$ cat src/rtl/display_scan_ctrl.sv
// Purpose: time-multiplexes four 7-segment digit codes onto one segment bus plus four digit enables.
// Latency: outputs registered; a state change is visible one src_clk cycle after the edge that causes it.
// Backpressure: none; free-running scan while enable_i=1, all digits dark when enable_i=0.
//
// Ports:
//   src_clk_i      system clock
//   rst_i          asynchronous active-high reset
//   enable_i       scan enable; low forces all digits off and abandons the frame
//   segments_in_i  digit d code at [7d+6:7d], bit=1 means segment lit
//   blank_mask_i   bit d=1 keeps digit d dark during its slot (sampled live)
//   seg_out_o      shared segment bus, polarity per SEG_ACTIVE_LOW
//   an_out_o       digit enables, at most one active, polarity per AN_ACTIVE_LOW
//   digit_sel_o    index of the current slot
//   frame_done_o   one-cycle pulse when the scan wraps from digit 3 back to digit 0
module display_scan_ctrl #(
  parameter int DIGIT_TICKS    = 50000,
  parameter int BLANK_TICKS    = 500,
  parameter bit SEG_ACTIVE_LOW = 1'b1,
  parameter bit AN_ACTIVE_LOW  = 1'b1
) (
  input  logic        src_clk_i,
  input  logic        rst_i,
  input  logic        enable_i,
  input  logic [27:0] segments_in_i,
  input  logic [3:0]  blank_mask_i,
  output logic [6:0]  seg_out_o,
  output logic [3:0]  an_out_o,
  output logic [1:0]  digit_sel_o,
  output logic        frame_done_o
);

  localparam int MAX_DB = (DIGIT_TICKS > BLANK_TICKS) ? DIGIT_TICKS : BLANK_TICKS;
  localparam int MAX_T  = (MAX_DB > 2) ? MAX_DB : 2;
  localparam int CW     = $clog2(MAX_T);

  localparam logic [CW-1:0] DIGIT_LAST = CW'(DIGIT_TICKS - 1);
  localparam logic [CW-1:0] BLANK_LAST = (BLANK_TICKS > 0) ? CW'(BLANK_TICKS - 1) : '0;
  localparam bit            NO_BLANK   = (BLANK_TICKS == 0);

  localparam logic [6:0] SEG_OFF = SEG_ACTIVE_LOW ? 7'h7F : 7'h00;
  localparam logic [3:0] AN_OFF  = AN_ACTIVE_LOW  ? 4'hF  : 4'h0;

  typedef enum logic [1:0] {
    S_IDLE  = 2'd0,
    S_BLANK = 2'd1,
    S_SHOW  = 2'd2
  } state_t;

  state_t        state_q, state_d;
  logic [CW-1:0] cnt_q, cnt_d;
  logic [1:0]    sel_q, sel_d;
  logic [27:0]   snap_q, snap_d;
  logic          done_q, done_d;
  logic [6:0]    seg_q, seg_d;
  logic [3:0]    an_q, an_d;

  logic [6:0]    lit_code;
  logic [3:0]    an_onehot;

  // Next-state logic. With no dead time the SHOW slots chain directly.
  always_comb begin
    state_d = state_q;
    cnt_d   = cnt_q;
    sel_d   = sel_q;
    snap_d  = snap_q;
    done_d  = 1'b0;

    if (!enable_i) begin
      state_d = S_IDLE;
      cnt_d   = '0;
      sel_d   = 2'd0;
    end else begin
      case (state_q)
        S_IDLE: begin
          state_d = NO_BLANK ? S_SHOW : S_BLANK;
          cnt_d   = '0;
          sel_d   = 2'd0;
          snap_d  = segments_in_i;
        end
        S_BLANK: begin
          if (cnt_q == BLANK_LAST) begin
            state_d = S_SHOW;
            cnt_d   = '0;
          end else begin
            cnt_d = cnt_q + CW'(1);
          end
        end
        S_SHOW: begin
          if (cnt_q == DIGIT_LAST) begin
            state_d = NO_BLANK ? S_SHOW : S_BLANK;
            cnt_d   = '0;
            sel_d   = sel_q + 2'd1;
            // Frame boundary: the only place fresh data is latched while running,
            // so a frame never mixes codes from two different input words.
            if (sel_q == 2'd3) begin
              done_d = 1'b1;
              snap_d = segments_in_i;
            end
          end else begin
            cnt_d = cnt_q + CW'(1);
          end
        end
        default: begin
          state_d = S_IDLE;
          cnt_d   = '0;
          sel_d   = 2'd0;
        end
      endcase
    end
  end

  // Pin drive is computed from the next state so the registered outputs
  // line up with the state they describe.
  always_comb begin
    lit_code  = snap_d[{3'd0, sel_d} * 5'd7 +: 7];
    an_onehot = 4'b0001 << sel_d;
    seg_d     = SEG_OFF;
    an_d      = AN_OFF;
    if (state_d == S_SHOW && !blank_mask_i[sel_d]) begin
      seg_d = SEG_ACTIVE_LOW ? ~lit_code : lit_code;
      an_d  = AN_ACTIVE_LOW  ? ~an_onehot : an_onehot;
    end
  end

  always_ff @(posedge src_clk_i or posedge rst_i) begin
    if (rst_i) begin
      state_q <= S_IDLE;
      cnt_q   <= '0;
      sel_q   <= 2'd0;
      snap_q  <= '0;
      done_q  <= 1'b0;
      seg_q   <= SEG_OFF;
      an_q    <= AN_OFF;
    end else begin
      state_q <= state_d;
      cnt_q   <= cnt_d;
      sel_q   <= sel_d;
      snap_q  <= snap_d;
      done_q  <= done_d;
      seg_q   <= seg_d;
      an_q    <= an_d;
    end
  end

  assign seg_out_o    = seg_q;
  assign an_out_o     = an_q;
  assign digit_sel_o  = sel_q;
  assign frame_done_o = done_q;

endmodule
$ cat config.mk
export PLATFORM = sky130hd
export DESIGN_NAME = display_scan_ctrl
export DESIGN_NICKNAME = d
export VERILOG_FILES = /design/src/rtl/display_scan_ctrl.sv
export SDC_FILE = /design/constraint.sdc
export NUM_CORES = 1
export LEC_CHECK = 0
export ABC_AREA = 1
export CAP_MARGIN = 20
export CORE_ASPECT_RATIO = 0.6
export CORE_UTILIZATION = 57
export CTS_BUF_LIST = sky130_fd_sc_hd__clkbuf_2 sky130_fd_sc_hd__clkbuf_4 sky130_fd_sc_hd__clkbuf_8
export CTS_CLUSTER_DIAMETER = 80
export DETAILED_ROUTE_END_ITERATION = 10
export PLACE_DENSITY_LB_ADDON = 0.3
export SLEW_MARGIN = 20
export SYNTH_ARGS = -nofsm -noshare
export SYNTH_HDL_FRONTEND = slang
export SYNTH_SLANG_ARGS = --single-unit
$ cat constraint.sdc
create_clock -name src_clk_i -period 2.3 [get_ports src_clk_i]
set_input_delay 0.23 -clock src_clk_i [delete_from_list [all_inputs] [get_ports src_clk_i]]
set_output_delay 0.23 -clock src_clk_i [all_outputs]
set_load 0.03 [all_outputs]
==> results.py <==
metrics = {
    "timing": {
        "setup_slack_ns": 0.155,
        "setup_viol": 0,
        "timing.fmax_ghz": 0.466,
        "skew_ns": 0.0113,
        "relSlewSlack_pct": 65.0,
        "worstMarginPinSlew_ns": 0.523,
        "hold_viol_final": 0,
        "maxSlewViolCount": 0,
        "fin_crit_sh_pct": 93.3,
        "timing.hold.ws_ns": 0.258,
        "period_needed_ns": 2.15,
    },
    "layout": {
        "nFillCells": 484,
        "synthToLayoutAreaGrowth_pct": 24.2,
        "stdcell_area_mm2": 0.00452,
        "final_util_pct": 73.7,
        "n_antenna_cell": 0,
        "drive_gt1_share_pct": 15.7,
        "multi_input_area_mm2": 0.00170,
        "regArea_mm2": 0.00152,
        "nNetsFinal": 604,
    },
    "routing": {
        "met2_wirelength_um": 4010,
        "drt_wl_total_um": 9360,
        "drc_errors": 0,
        "ant_nets": 0,
        "wl_per_cell_um": 14.4,
        "vias_per_cell": 5.30,
        "drtIter0Drc": 281,
        "wl_met3_um": 775,
        "wl_met1_um": 4470,
        "via_count": 3457,
        "dr.pass1.iters": 5,
        "highest-signal-layer": "met4",
    },
    "power_and_ir_drop": {
        "swShare_pct": 28.5,
        "p_leak_nw": 2.33,
        "p_seq_share_pct": 48.2,
        "power_density_mw_per_mm2": 526,
        "pwr-share-clk_pct": 34.5,
        "ir_drop_v": 0.000370,
        "p_sw_mw": 0.677,
        "combPwrFrac_pct": 17.3,
        "p_int_mw": 1.70,
        "finalPower_mw": 2.38,
    },
    "job": {
        "drv_cap": 0,
    },
    "critical_path": {
        "max_stage_delay_ns": 0.44,
        "cp.required_ns": 2.58,
        "slowest_stage": "dfrtp_1",
        "cp.buffers_inverters": 1,
        "reg2reg_to": "seg_out_o[5]",
        "cp_cell_sequence": "nor2_2 > nand2_2 > nor4_1 > nand2_1 > nand2_1 > nand2_1 > a21oi_1 > nand2_1 > nor2_4 > buf_12 > nand2_1",
        "end_kind": "register",
        "crit_arrival_ns": 2.42,
        "cp-start-kind": "register",
        "path_class": "register to register",
        "path_delay_family": "simple AND/OR/NAND/NOR gates",
        "reg2reg_slack_ns": 0.15,
        "critical_path.max_fanout": 11,
        "rr_startpoint": "cnt_q[11]",
        "cp_common_cell": "nand2_1",
        "r2r_cells": 11,
        "crit_start": "cnt_q[11]",
    },
    "floorplanning": {
        "fp.dieArea_mm2": 0.00673,
        "start_util_pct": 59.4,
        "core.rowCount": 22,
        "io_pins": 49,
        "fp.dieH_um": 63.9,
        "fp.dieW_um": 105,
        "core_area_mm2": 0.00614,
    },
    "logic_synthesis": {
        "synthCells": 500,
        "syn_area_mm2": 0.00364,
        "ys_ff_latch": 60,
        "synth.distinct_cells": 37,
        "seq_area_frac_synth_pct": 41.6,
        "ys_warn_count": 0,
        "syn-num-nets": 541,
        "avgSynthCellArea_um2": 7.29,
    },
    "run_status": {
        "outcome": "finished clean",
    },
    "placement": {
        "portBuffers": 48,
        "hpwlAfterDp_um": 6730,
        "dpl_cell_area_mm2": 0.00428,
        "dpl_worst_slack_ns": 0.0387,
        "gp_congestion": 0.984,
    },
    "clock_tree": {
        "cts_tree": "yes",
        "cts.reportedPaths.clkPinSlew_ns": 0.07,
        "cts-root-buf": "clkbuf_8",
        "clockBufferDepth": 2,
        "cts.htree.levels": 3,
        "numCtsBuffers": 9,
        "clk_latency_ns": 0.34,
        "clock-sinks": 60,
    },
    "global_route": {
        "grt_overflow": 0,
        "track_usage_pct": 29.7,
        "grt_pass1_vias": 3186,
        "grt_pass1_wl_um": 15300,
        "antenna_found_initial": 0,
        "grt_max_degree": 61,
    },
    "min_path": {
        "min_path_type": "primary input to async pin",
    },
}
## state kept, by name (all words and copies together) (netlist names)
| name | cells |
|---|---|
| an_out_o | 4 |
| cnt_q | 16 |
| digit_sel_o | 2 |
| frame_done_o | 1 |
| seg_out_o | 7 |
| snap_q | 28 |
| state_q | 2 |
## per-layer routing
metal / track usage (%) / vias up
met3: 7.14 / 11
met4: 7.92 / 0
li1: - / 1695
met5: 0 / -
met2: 44.4 / 155
met1: 43.1 / 1596
## placed cells by master (no fill, tap or decap), drive strengths merged
| cell | netlist | routed |
|---|---|---|
| nand2 | 174 | 174 |
| inv | 92 | 92 |
| nand3 | 57 | 57 |
| dfrtp | 49 | 49 |
| clkdlybuf4s50 | 0 | 48 |
| nor2 | 31 | 31 |
| buf | 11 | 19 |
| o22ai | 18 | 18 |
| dfstp | 11 | 11 |
| clkbuf | 4 | 11 |
| nand4 | 9 | 9 |
| a21oi | 8 | 8 |
| nor3 | 8 | 8 |
| clkinv | 2 | 6 |
| ha | 6 | 6 |
| xor2 | 5 | 5 |
| o211ai | 4 | 4 |
| o21ai | 3 | 3 |
| nor4 | 2 | 2 |
| nor3b | 2 | 2 |
| o21bai | 1 | 1 |
| clkinvlp | 0 | 1 |
| nand3b | 1 | 1 |
| a31oi | 1 | 1 |
| o2111a | 1 | 1 |
## final cells by class
cell class	count	area share, %
Clock buffer	11	3.07
Inverter	94	7.96
Timing Repair Buffer	67	14.9
Multi-Input combinational cell	331	37.6
Tap cell	84	2.32
Sequential cell	60	33.5
Clock inverter	5	0.636
## power by group through the flow
stage                     clock, mW  combinational, mW  sequential [mW]
after floorplan                   0              0.253             1.16
after global placement            0              0.388             1.16
after detailed placement          0              0.402             1.17
after CTS                     0.828              0.405             1.15
after global routing          0.879              0.466             1.15
final                         0.820              0.412             1.15
## tightest hold or removal path, delay by kind of cell
| family | cells | cell delay [ns] |
|---|---|---|
| buffers and inverters | 3 | 0.76 |
## metrics by stage
step	std cells	setup TNS (ns)
CTS	646	0
global placement	630	0
floorplan	500	0
detailed placement	630	0
finish	652	0
global route	652	-0.0145
## cell families after synthesis
kind of cell / synth area share, %
xor gates and xnor gates: 1.20
buffers and inverters: 12.2
adders and majority gates: 2.06
DFF: 41.6
and+or+nand+nor: 36.7
AOI/OAI and AO/OA: 6.32
## worst max path at each step
stage,endpoint,slack (ns),cells past startpoint
after floorplan,seg_out_o[2],0.37,12
after global placement,seg_out_o[5],0.15,12
after detailed placement,seg_out_o[5],0.04,14
after CTS,seg_out_o[5],0.009,14
after global routing,seg_out_o[5],-0.01,13
final,seg_out_o[5],0.15,11
## what timing repair did
action | 4_1_cts | 5_1_grt
endpoints found under the setup margin | 0 | 16
gates resized for setup | 0 | 5
setup buffers | 0 | 6
hold buffers | 0 | 0
## cells in the mapped netlist (all sizes together)
cell | instances | area [um^2]
nand3 | 57 | 308
o211ai | 4 | 30.0
clkinv | 2 | 8.75
xor2 | 5 | 43.8
ha | 6 | 75.1
nor2 | 31 | 171
nor3b | 2 | 15.0
dfrtp | 49 | 1230
a31oi | 1 | 6.26
inv | 92 | 348
nand4 | 9 | 56.3
a21oi | 8 | 43.8
nor3 | 8 | 40.0
dfstp | 11 | 289
o21bai | 1 | 11.3
o22ai | 18 | 113
o2111a | 1 | 11.3
buf | 11 | 71.3
nand3b | 1 | 7.51
clkbuf | 4 | 15.0
nor4 | 2 | 12.5
nand2 | 174 | 726
o21ai | 3 | 15.0
Power figures use the tool's default switching activity.
